### src/rtl/route_seq_ctrl.sv
// Round-robin routing-profile scheduler for TOP with break-before-make guard and outFIFO read gating.
// Optional build macro ROUTE_SEQ_DWELL_HOLD_EN: dwell counts serviced reads instead of ACTIVE cycles.
module route_seq_ctrl #(
  parameter int N_PROFILES   = 4,
  parameter int DWELL_W      = 8,
  parameter int GUARD_CYCLES = 2,
  localparam int AW          = $clog2(N_PROFILES)
) (
  input  logic               inClock,
  input  logic               inReset,
  input  logic               inCfgWrite,
  input  logic [AW-1:0]      inCfgAddr,
  input  logic [16:0]        inCfgData,
  input  logic [DWELL_W-1:0] inCfgDwell,
  input  logic [AW-1:0]      inLastIdx,
  input  logic               inStart,
  input  logic               inStop,
  input  logic               inFifoEmpty,
  output logic [16:0]        outSelect,
  output logic               outReadEnable,
  output logic               outBusy,
  output logic [AW-1:0]      outProfileIdx,
  output logic               outSwitchPulse,
  output logic               outCfgErr
);

  localparam int GW = (GUARD_CYCLES > 1) ? $clog2(GUARD_CYCLES) : 1;

  typedef enum logic [1:0] {IDLE, GUARD, ACTIVE} state_t;

  state_t             state, state_nx;
  logic [16:0]        slot_sel   [N_PROFILES];
  logic [DWELL_W-1:0] slot_dwell [N_PROFILES];
  logic [AW-1:0]      idx, last_idx, idx_wrap;
  logic [GW-1:0]      gcnt;
  logic [DWELL_W-1:0] dcnt;
  logic [16:0]        sel;
  logic               pulse, cfg_err;
  logic               dwell_tick, dwell_done, guard_done;
  logic               start_go, switch_go, load_dwell;
  logic               cfg_ok, cfg_rej, read_en;

`ifdef ROUTE_SEQ_DWELL_HOLD_EN
  assign dwell_tick = ~inFifoEmpty;
`else
  assign dwell_tick = 1'b1;
`endif

  assign dwell_done = (dcnt == DWELL_W'(1)) && dwell_tick;
  assign guard_done = (gcnt == GW'(GUARD_CYCLES - 1));
  assign idx_wrap   = (idx == last_idx) ? '0 : idx + 1'b1;

  always_comb begin
    state_nx   = state;
    start_go   = 1'b0;
    switch_go  = 1'b0;
    load_dwell = 1'b0;
    if (inStop) begin
      state_nx = IDLE;
    end else begin
      case (state)
        IDLE: if (inStart) begin
          state_nx = GUARD;
          start_go = 1'b1;
        end
        GUARD: if (guard_done) begin
          state_nx   = ACTIVE;
          load_dwell = 1'b1;
        end
        ACTIVE: if (dwell_done) begin
          state_nx  = GUARD;
          switch_go = 1'b1;
        end
        default: state_nx = IDLE;
      endcase
    end
  end

  // A write aimed at the slot being switched to this cycle is treated as hitting the live slot.
  always_comb begin
    cfg_ok  = 1'b0;
    cfg_rej = 1'b0;
    if (inCfgWrite) begin
      if (state == IDLE)
        cfg_ok = 1'b1;
      else if ((inCfgAddr != idx) && !(switch_go && (inCfgAddr == idx_wrap)))
        cfg_ok = 1'b1;
      else
        cfg_rej = 1'b1;
    end
  end

  assign read_en = (state == ACTIVE) && !inFifoEmpty && !inStop;

  always_ff @(posedge inClock or negedge inReset) begin
    if (!inReset) begin
      state    <= IDLE;
      idx      <= '0;
      last_idx <= '0;
      gcnt     <= '0;
      dcnt     <= '0;
      sel      <= '0;
      pulse    <= 1'b0;
      cfg_err  <= 1'b0;
      for (int i = 0; i < N_PROFILES; i++) begin
        slot_sel[i]   <= '0;
        slot_dwell[i] <= '0;
      end
    end else begin
      state   <= state_nx;
      pulse   <= start_go | switch_go;
      cfg_err <= cfg_rej;

      if (start_go) begin
        idx      <= '0;
        sel      <= slot_sel[0];
        last_idx <= inLastIdx;
        gcnt     <= '0;
      end else if (switch_go) begin
        idx  <= idx_wrap;
        sel  <= slot_sel[idx_wrap];
        gcnt <= '0;
        if (idx == last_idx)
          last_idx <= inLastIdx;
      end else if ((state == GUARD) && !guard_done) begin
        gcnt <= gcnt + 1'b1;
      end

      // Zero dwell still gives the slot one ACTIVE cycle.
      if (load_dwell)
        dcnt <= (slot_dwell[idx] == '0) ? DWELL_W'(1) : slot_dwell[idx];
      else if ((state == ACTIVE) && dwell_tick && !dwell_done)
        dcnt <= dcnt - 1'b1;

      if (cfg_ok) begin
        slot_sel[inCfgAddr]   <= inCfgData;
        slot_dwell[inCfgAddr] <= inCfgDwell;
      end
    end
  end

  assign outSelect      = sel;
  assign outReadEnable  = read_en;
  assign outBusy        = (state != IDLE);
  assign outProfileIdx  = idx;
  assign outSwitchPulse = pulse;
  assign outCfgErr      = cfg_err;

endmodule

### config.mk
export PLATFORM = sky130hd
export DESIGN_NAME = route_seq_ctrl
export DESIGN_NICKNAME = d
export VERILOG_FILES = /design/src/rtl/route_seq_ctrl.sv
export SDC_FILE = /design/constraint.sdc
export NUM_CORES = 1
export LEC_CHECK = 0
export ABC_AREA = 1
export CAP_MARGIN = 20
export CORE_ASPECT_RATIO = 1.2
export CORE_MARGIN = 3
export CORE_UTILIZATION = 50
export CTS_CLUSTER_DIAMETER = 40
export DETAILED_ROUTE_END_ITERATION = 8
export PLACE_DENSITY = 0.71
export SYNTH_ARGS = -nofsm -noshare
export SYNTH_HDL_FRONTEND = slang
export SYNTH_SLANG_ARGS = --single-unit
### constraint.sdc
create_clock -name inClock -period 2.15 [get_ports inClock]
set_input_delay 0.215 -clock inClock [delete_from_list [all_inputs] [get_ports inClock]]
set_output_delay 0.215 -clock inClock [all_outputs]
set_load 0.1 [all_outputs]
## Yosys cells after proc, flatten, opt, wreduce, memory -nomap -nowiden

Index checks and enable logic that the tools add are counted.

| storage, ports and cells | value |
|---|---|
| flip-flop bits (word level) | 134 |
| bits in latches | 0 |
| RAM bits | 0 |
| ROM bits | 0 |
| output and inout port bits | 23 |
| word-level logic and storage cells | 103 |
| memories kept | 0 |

| cells by class | value |
|---|---|
| add/subtract/negate cells | 3 |
| multiply operators | 0 |
| div/mod/pow operators | 0 |
| $lt $le $gt $ge | 4 |
| equality and inequality tests | 9 |
| shift operators | 0 |
| muxes and demuxes | 46 |
| bitwise logic cells | 4 |
| reduce and logical (&&, ||, !) cells | 21 |

Operators with widths:

| cell | number |
|---|---|
| $mux W17 | 5 |
| $bwmux W68 | 1 |
| $mux W8 | 6 |
| $bmux W17 S2 | 1 |
| $demux W17 S2 | 1 |
| $bwmux W32 | 1 |
| $mux W2 | 10 |
| $mux W1 | 18 |
| $bmux W8 S2 | 1 |
| $demux W8 S2 | 1 |
| $ge A3 B3 Y1 const B | 3 |
| $ne A3 B3 Y1 const B | 3 |
| $not A2 Y3 | 3 |
| $eq A8 B1 Y1 const B | 1 |
| $logic_not A8 Y1 | 1 |
| $reduce_bool A2 Y1 | 4 |
| $sub A8 B1 Y8 const B | 1 |
| $logic_and A1 B1 Y1 | 7 |
| $pmux W2 S3 | 1 |
| $logic_not A1 Y1 | 5 |
| $eq A2 B2 Y1 | 2 |
| $lt A3 B1 Y1 const B | 1 |
| $reduce_and A3 Y1 | 1 |
| $reduce_bool A3 Y1 | 1 |
| other kinds (8) | 8 |

## Logic depth before layout (Yosys ltp)

Gate-level depths: netlist of run 1.

| logic depth | value |
|---|---|
| depth after elaboration | 10 |
| mapped depth | 14 |

## Least setup slack after synthesis of run 1

No wires, ideal clock.

| timing path | value |
|---|---|
| kind | reg2out |
| start | register state[0] |
| end | output port outReadEnable |
| arrival time | 2.542 ns |
| path slack | -0.607 ns |
| stages on the path, launching flop included | 4 |
| buffers on the path | 0 |
| cells stage by stage | dfrtp_1 > inv_1 > nand2_1 > nor3_1 |

| between the ends | value |
|---|---|
| longest elaborated chain between the ends | 3 |

Ends and longest elaborated chain:

| what | line | source |
|---|---|---|
| from (decl) | 31 | `state_t state, state_nx;` |
| from (signal assigned) | 110 | `state <= state_nx;` |
| $eq A2 B2 Y1 | 93 | `assign read_en = (state == ACTIVE) && !inFifoEmpty && !inStop;` |
| $logic_and A1 B1 Y1 (2 in a row) | 93 |  |
| to (decl) | 20 | `output logic outReadEnable,` |

No other way between the ends.

## Final worst setup path of run 1

| timing path | value |
|---|---|
| start | register idx[1] (netlist: outProfileIdx[1]) |
| end | register slot_dwell[13] (netlist name) |

| between the ends | value |
|---|---|
| longest elaborated chain between the ends | 9 |
| elaborated cells between the ends (all ways) | 11 |
| those cells by class | 1 x add/sub; 3 x eq/ne; 4 x mux; 3 x reduce/logical |

Ends and longest elaborated chain:

| what | line | source |
|---|---|---|
| from (decl) | 34 | `logic [AW-1:0] idx, last_idx, idx_wrap;` |
| from (signal assigned) | 120 | `idx <= idx_wrap;` |
| $add A2 B1 Y2 / $eq A2 B2 Y1 (equally long branches) | 51 | `assign idx_wrap = (idx == last_idx) ? '0 : idx + 1'b1;` |
| $mux W2 | 51 |  |
| $eq A2 B2 Y1 | 86 | `else if ((inCfgAddr != idx) && !(switch_go && (inCfgAddr == idx_wrap)))` |
| $logic_and A1 B1 Y1 | 86 |  |
| $logic_not A1 Y1 | 86 |  |
| $logic_and A1 B1 Y1 * | 86 |  |
| $mux W1 * | 86 |  |
| $mux W1 * | 84 | `if (state == IDLE)` |
| $mux W1 * | 83 | `if (inCfgWrite) begin` |
| to (signal, indexed assignment) | 137 | `slot_dwell[inCfgAddr] <= inCfgDwell;` |
| to (decl) | 33 | `logic [DWELL_W-1:0] slot_dwell [N_PROFILES];` |

Every way passes the cells marked *; elsewhere a longest branch is shown, timed or not.
A chain may end at the register's enable or synchronous reset.

==> summary.txt, run 1 <==
Cells and area
  • ANT cells: 0
  • Final #Nets: between 900 and 1000
  • Final instance area: about 8300 µm²
  • Fillers: 1148
  • Storage element area: between 3000 and 4000 µm²
  • P&R area growth vs syn: 22.2%
  • Layout cell share with drive strength beyond 1: around 14%
  • Footprint of the multi-input gates: between 3000 and 4000 µm²

Clock tree
  • Root Buffer: clkbuf_16
  • Cts bufs inserted: 17
  • CTS tree: built
  • H-Tree Depth: 4
  • Clock sinks: between 100 and 150
  • Clock Path Buffers: 2
  • Clock Pin Slew Worst Setup and Hold Paths: roughly 0.06 ns
  • Worst-Skew Late Latency: roughly 0.43 ns

STA
  • Max_slew headroom: between 50 and 60%
  • Slew @ Worst Pin: about 0.68 ns
  • RSZ-0062 raised after global routing: yes
  • Post-layout minimum cycle time: roughly 2.0 ns
  • Hold WS: roughly 0.33 ns
  • Max-slew violations: 0
  • Clock skew: roughly 0.012 ns
  • Hold Fails Final Rpt: 0
  • Final Cycle Share: between 90% and 100%
  • Fmax: ~0.49 GHz
  • Final setup fails: 0

Pwr
  • P per Cell Area: 1290 nW/µm²
  • P_leak: a little over 4 nW
  • Peak VDD IR: 1.04 mV
  • Final Power: between 0.01 and 0.015 W

Synth
  • Syn. warnings: 0
  • Post-synth EDFFs: 0
  • Syn_nets: 887
  • Yosys reg bits: roughly 130
  • Mapped cell area: a little under 7000 µm²
  • Post-synth top cells: nand2_1, dfrtp_1, nand4_1, nor2_1, o21ai_0
  • Top cell type's share of synthesized area: 49.6%
  • Count leader, synth: nand2_1
  • Asr flop ratio synth: between 90% and 100%
  • Cell taking the most area after synthesis: dfrtp_1
  • Sequential area share after synthesis: between 40% and 50%
  • Cell variety after synth: 35
  • Syn_area_per_cell: ~8 µm²
  • Post-Synthesis Cells: 850
  • Dominant cells by area after synthesis: dfrtp_1, nand2_1, nand4_1
  • Top FF cell, synth: dfrtp_1

Floorplanning
  • Die height: 133 µm
  • Die Wd: approximately 110 µm
  • Row cnt: between 40 and 50
  • Initial core utilization: 52.2%
  • DIE AREA: between 10000 and 15000 µm²
  • Top Ports: between 50 and 60
  • Core region area: between 10000 and 15000 µm²

Setup path
  • Crit. Startpoint: outProfileIdx[1]$_DFFE_PN0P_
  • CP Capture Point: slot_dwell[13]$_DFFE_PN0P_
  • Crit path required time: ~2.5 ns
  • Crit Reg-Reg Endpoint: slot_dwell[13]$_DFFE_PN0P_
  • Startpoint types: register
  • Critical Path End Type: register
  • Worst-path maximum fanout: 13
  • Reg2Reg Depth: 12
  • WP data arrival: around 2.4 ns
  • R2r setup slk: between 0.1 and 0.15 ns
  • R2R Path Start: outProfileIdx[1]$_DFFE_PN0P_
  • Critical setup path kind: register to register

Global route
  • Vias in the first global route: between 6000 and 7000
  • Grt ovf: 0
  • Largest net degree at the start of global routing: 57
  • Initial antenna violation count: 0
  • GRT Total Usage: a little over a quarter
  • First-pass GRT wire length: 32.1 mm

Detailed routing
  • Met2 WL post-DR: between 10 and 15 mm
  • Wire length on met1: between 8 and 9 mm
  • Top Layer Used: met4
  • Iteration-0 DRC Markers: a little under 1000
  • DR DRC count: 0
  • DR WL met3: about 1.8 mm
  • Via count: 6567
  • Wire per inst: 19.1 µm
  • Routed WL: between 20 and 25 mm
  • Drt via density: 6.04
  • Initial DRT Pass Iterations: 5
  • Final ANT Viol Nets: 0

Place
  • PortBufs: 57
  • Dpl cell area: about 7500 µm²
  • Post-DP HPWL: roughly 12 mm
  • GP Congestion: approximately 0.85

Min path
  • Hold WC Path Type: input pin to async pin

Run status
  • Status: complete, no violations

Run
  • Max-cap violations: 0
==> worst min path at each step <==
stage,start,depth (start not counted),end
3_5_place_dp,inReset,1,slot_dwell[5]$_DFFE_PN0P_
6_report,inReset,2,slot_dwell[22]$_DFFE_PN0P_
4_1_cts,inCfgWrite,3,slot_dwell[1]$_DFFE_PN0P_
3_3_place_gp,inReset,1,slot_dwell[21]$_DFFE_PN0P_
5_1_grt,inReset,2,slot_sel[36]$_DFFE_PN0P_
2_1_floorplan,inReset,0,dcnt[0]$_DFFE_PN0P_
==> layout make-up <==
class	instances	area share [%]
repair buffers	94	10.5
multi-input cells	634	37.8
clock inverters	13	1.88
flip-flops and latches	134	40.7
inverters	29	1.32
well taps	164	2.48
clock buffers	19	5.36
==> layout by cell type, fill, tap and decap left out, types with 2 or more instances in the layout <==
master | synthesis | layout
clkdlybuf4s50_1 | 0 | 32
nand3_2 | 1 | 2
nor2_1 | 78 | 74
nand2_1 | 295 | 295
nand3_1 | 18 | 17
dfrtp_1 | 134 | 132
ha_1 | 2 | 2
o22a_1 | 2 | 2
nand4_1 | 103 | 103
buf_12 | 1 | 5
buf_6 | 9 | 4
clkinv_2 | 0 | 5
bufinv_16 | 0 | 3
o31ai_1 | 3 | 3
nor2_2 | 0 | 4
o21ai_0 | 62 | 62
nand2_2 | 5 | 4
buf_4 | 1 | 52
clkinvlp_4 | 0 | 3
o21ai_1 | 3 | 3
o221ai_1 | 2 | 2
inv_1 | 21 | 21
xor2_1 | 3 | 3
clkbuf_16 | 0 | 17
inv_2 | 7 | 7
o22ai_1 | 10 | 10
a32o_1 | 2 | 2
nand2_4 | 0 | 2
nor3_1 | 9 | 8
a21oi_1 | 18 | 18
nand3_4 | 4 | 10
==> critical path, cell delays in order (launching register included) <==
cell     delay (ns)
dfrtp_4        0.56
inv_1          0.11
nand2_1        0.07
nand2_2        0.10
nand2_2        0.10
nand2_2        0.09
nand2_1        0.07
nand3_2        0.09
nand2_4        0.08
nand2_8        0.18
nand3_4        0.25
nand2_1        0.17
nand2_1        0.06
==> logic make-up after synthesis <==
| family | synth area share, % |
|---|---|
| flip-flops | 49.6 |
| AO/OA/AOI/OAI | 8.55 |
| adder cells (fa/ha/maj) | 0.370 |
| AND/OR/NAND/NOR | 34.6 |
| buffers and inverters | 6.48 |
| XOR/XNOR | 0.389 |
==> registers in the layout, summed over array words and instances (netlist names) <==
signal          flops
slot_sel           68
state               2
outCfgErr           1
outProfileIdx       2
slot_dwell         32
last_idx            2
outSwitchPulse      1
dcnt                8
outSelect          17
gcnt                1
==> metrics by stage <==
step / cells / TNS [ns] / utilization, % / worst slack, ns
after floorplan: 850 / 0 / - / 0.0713
after global placement: 1046 / 0 / 57.8 / 0.0805
after detailed placement: 1046 / 0 / 57.8 / 0.00827
after CTS: 1079 / -0.0312 / 62.5 / -0.0171
after global routing: 1087 / -0.0173 / 63.8 / -0.0105
final: 1087 / 0 / 63.8 / 0.119
==> routing by layer <==
layer	track usage, %	vias up
met5	0	-
met2	43.1	320
li1	-	3012
met3	6.18	68
met4	11.6	0
met1	35.1	3167
==> repair_timing <==
action                                  4_1_cts  5_1_grt
hold buffers                                  1        0
hold endpoints to repair                     52        0
gates resized for setup                       1       13
gates cloned                                  0        7
endpoints found under the setup margin        6      100
setup buffers                                 0        1
pin swaps                                     0        3
==> report_power, final <==
part           leakage, nW  switching [W]  internal [W]
Combinational         2.12        0.00295       0.00114
Clock                0.289        0.00111       0.00184
Sequential            1.67       0.000424       0.00317
Note: power is estimated with default switching activity, not from simulation.
==> run 2, diff against run 1 <==
--- a/config.mk
+++ b/config.mk
@@ -8,7 +8,6 @@
 export ABC_AREA = 1
 export CAP_MARGIN = 20
 export CORE_ASPECT_RATIO = 1.2
-export CORE_MARGIN = 3
 export CORE_UTILIZATION = 50
 export CTS_CLUSTER_DIAMETER = 40
 export DETAILED_ROUTE_END_ITERATION = 8
==> run 2 against run 1 <==
  * Die area is 6.5% lower
  * Non-clock buffer count is 6 lower
  * Sequential power hardly changed
  * Final cell count is 0.37% lower
  * Combinational power hardly changed
  * Clock-buffer cell count is 5 higher
  * Wire length is 3.9% lower
  * Clock power hardly changed
  * Clock skew is 0.0039 ns lower
  * Cell area is 1.0% lower
  * First-iteration DRC count is 12% lower
  * Largest power group unchanged
==> summary.txt, run 2 (synthesis results as in run 1) <==
STA
  • Final Cycle Share: 96.1% (+1.6 points)
  • Max-slew violations: 0 (unchanged)
  • Fmax: 0.484 GHz (-1.7%)
  • Hold Fails Final Rpt: 0 (unchanged)
  • RSZ-0062 raised after global routing: yes
  • Post-layout minimum cycle time: 2.07 ns (+0.0346 ns)
  • Max_slew headroom: 53.7% (-1.3 points)
  • Final setup fails: 0 (unchanged)
  • Clock skew: 0.00777 ns (-0.00390 ns)
  • Hold WS: 0.296 ns (-0.0374 ns)
  • Slew @ Worst Pin: 0.695 ns (+0.0190 ns)

Setup path
  • Critical path buffer and inverter count: 0 (-1)
  • Slowest stage delay, CP: 0.55 ns (about the same)
  • WP data arrival: 2.37 ns (+0.02 ns)
  • Critical setup path kind: register to register
  • Worst-path maximum fanout: 13 (unchanged)
  • Slowest-stage cell, CP: dfrtp_4
  • Startpoint types: register
  • Cell mode on critical path: nand2_1
  • Critical Path, Cell by Cell: nand2_1 -> nand2_2 -> nand2_2 -> nand2_2 -> nand2_1 -> nand2_1 -> nand3_2 -> nand2_2 -> nand2_8 -> nand3_2 -> nand2_1 -> nand2_1
  • Crit path required time: 2.45 ns (about the same)
  • CP top delay family: simple AND/OR/NAND/NOR gates
  • Critical Path End Type: register

Detailed routing
  • Wire per inst: 18.4 µm (-3.5%)
  • Top Layer Used: met4
  • DR WL met3: 1.48 mm (-18%)
  • DR DRC count: 0 (unchanged)
  • Wire length on met1: 8.31 mm (+0.21%)
  • Via count: 6469 (-1.5%)
  • Initial DRT Pass Iterations: 6 (+1)
  • Met2 WL post-DR: 9.78 mm (-2.3%)
  • Drt via density: 5.97 (-1.1%)
  • Final ANT Viol Nets: 0 (unchanged)
  • Routed WL: 20.0 mm (-3.9%)
  • Iteration-0 DRC Markers: 849 (-12%)

Floorplanning
  • Initial core utilization: 51.3% (-0.91 points)
  • Die height: 129 µm (-3.0%)
  • DIE AREA: 14000 µm² (-6.5%)
  • Top Ports: 58 (unchanged)
  • Die Wd: 108 µm (-3.6%)
  • Core region area: 13200 µm² (+1.8%)
  • Row cnt: 46 (+2.2%)

Pwr
  • Cell internal pwr: 0.00620 W (+0.66%)
  • P_leak: 4.04 nW (-0.93%)
  • Switching Share: 41.6% (-0.59 points)
  • Combinational power share: 38.5% (about the same)
  • Clk pwr share: 27.8% (about the same)
  • Peak VDD IR: 0.876 mV (-16%)
  • Switching pwr: 0.00441 W (-1.8%)
  • Flop pwr share: 33.8% (about the same)
  • P per Cell Area: 1300 nW/µm² (+0.69%)

Clock tree
  • Cts bufs inserted: 17 (unchanged)
  • Worst-Skew Late Latency: 0.42 ns (about the same)
  • Clock sinks: 134 (unchanged)
  • Clock Pin Slew Worst Setup and Hold Paths: 0.06 ns (about the same)
  • Clock Path Buffers: 2 (unchanged)
  • CTS tree: built
  • H-Tree Depth: 4 (unchanged)
  • Root Buffer: clkbuf_16

Place
  • PortBufs: 57 (unchanged)
  • Post-DP HPWL: 11.7 mm (-1.2%)
  • Dpl cell area: 7480 µm² (about the same)
  • GP Congestion: 0.818 (-3.2%)

Run status
  • Status: complete, no violations

Cells and area
  • Final #Nets: 939 (-0.84%)
  • P&R area growth vs syn: 20.9%
  • Layout cell share with drive strength beyond 1: 12.7% (-1.3 points)
  • Commonest non-fill, non-tap cells in the layout: nand2_1, dfrtp_1, nand4_1
  • Most common cell after layout, fill and taps aside: nand2_1
  • Biggest register: slot_sel
  • Final instance area: 8170 µm² (-1.0%)
  • Max reg flops: 68 (unchanged)
  • ANT cells: 0 (unchanged)

Global route
  • Vias in the first global route: 6206 (-0.35%)
  • Grt ovf: 0 (unchanged)
  • Largest net degree at the start of global routing: 62 (+8.8%)
  • GRT Total Usage: 29.2% (+2.3 points)
  • First-pass GRT wire length: 31.4 mm (-2.2%)
  • Initial antenna violation count: 0 (unchanged)

Run
  • Max-cap violations: 0 (unchanged)

Min path
  • Hold WC Path Type: input pin to async pin
==> run 2: changes by cell type in the layout (fill, tap and decap cells not counted), moves of 2 or more <==
cell | before | now
buf_4 | 52 | 48
buf_6 | 4 | 0
clkbuf_1 | 1 | 5
clkinvlp_4 | 3 | 0
buf_12 | 5 | 7
clkinv_2 | 5 | 3
nand2_2 | 4 | 6
nand2_4 | 2 | 0
nand3_4 | 10 | 8
==> run 2: power by group through the flow <==
stage / logic [W] / registers, W / clock network (W)
4_1_cts: 0.00402 / 0.00357 / 0.00298
5_1_grt: 0.00442 / 0.00366 / 0.00309
3_3_place_gp: 0.00392 / 0.00357 / 0
6_report: 0.00408 / 0.00358 / 0.00294
2_1_floorplan: 0.00182 / 0.00468 / 0
3_5_place_dp: 0.00400 / 0.00360 / 0
==> run 2: path summary, 6_finish.rpt <==
path	slack [ns]	end	from	depth (start not counted)
min in group inClock	0.36	last_idx[1]$_DFFE_PN0P_	inLastIdx[1]	3
worst max-delay path	0.08	slot_sel[7]$_DFFE_PN0P_	outProfileIdx[1]$_DFFE_PN0P_	12
max in group asynchronous	1.03	outProfileIdx[1]$_DFFE_PN0P_	inReset	3
worst min register to register	0.47	slot_sel[38]$_DFFE_PN0P_	slot_sel[38]$_DFFE_PN0P_	2
worst max register to register	0.08	slot_sel[7]$_DFFE_PN0P_	outProfileIdx[1]$_DFFE_PN0P_	12
worst min-delay path	0.30	slot_sel[60]$_DFFE_PN0P_	inReset	2
==> run 2: layout make-up <==
class	count	area, µm²
inverter	29	109
clock inverter	8	123
timing repair buffer	88	831
fill	1164	5010
clock buffer	24	472
multi-input combinational	632	3070
sequential	134	3360
tap	168	210
==> run 2: metal layers <==
layer | vias to the layer above | track usage, %
met4 | 0 | 11.3
li1 | 2990 | -
met2 | 303 | 48.1
met1 | 3129 | 38.4
met3 | 47 | 5.28
met5 | - | 0
==> run 2: through the flow <==
| stage | instances | setup TNS (ns) | setup WS [ns] | util (%) | power (W) |
|---|---|---|---|---|---|
| detailed placement | 1045 | 0 | 0.0520 | 56.8 | 0.00761 |
| CTS | 1078 | 0 | 0.0467 | 61.3 | 0.0106 |
| global route | 1083 | -0.0687 | -0.00993 | 62.0 | 0.0112 |
| floorplan | 850 | 0 | 0.0713 | - | 0.00649 |
| global placement | 1045 | 0 | 0.155 | 56.8 | 0.00749 |
| finish | 1083 | 0 | 0.0845 | 62.0 | 0.0106 |
==> run 2: repair_timing <==
item,4_1_cts,5_1_grt
gates resized for setup,0,6
hold endpoints to repair,34,0
hold buffers,1,0
setup buffers,0,0
endpoints found under the setup margin,0,100
==> run 3, diff against run 2 <==
--- a/config.mk
+++ b/config.mk
@@ -6,7 +6,6 @@
 export NUM_CORES = 1
 export LEC_CHECK = 0
 export ABC_AREA = 1
-export CAP_MARGIN = 20
 export CORE_ASPECT_RATIO = 1.2
 export CORE_UTILIZATION = 50
 export CTS_CLUSTER_DIAMETER = 40
==> results of run 3 <==
Same layout as run 2: the final DEF is identical, and so are final timing and power.
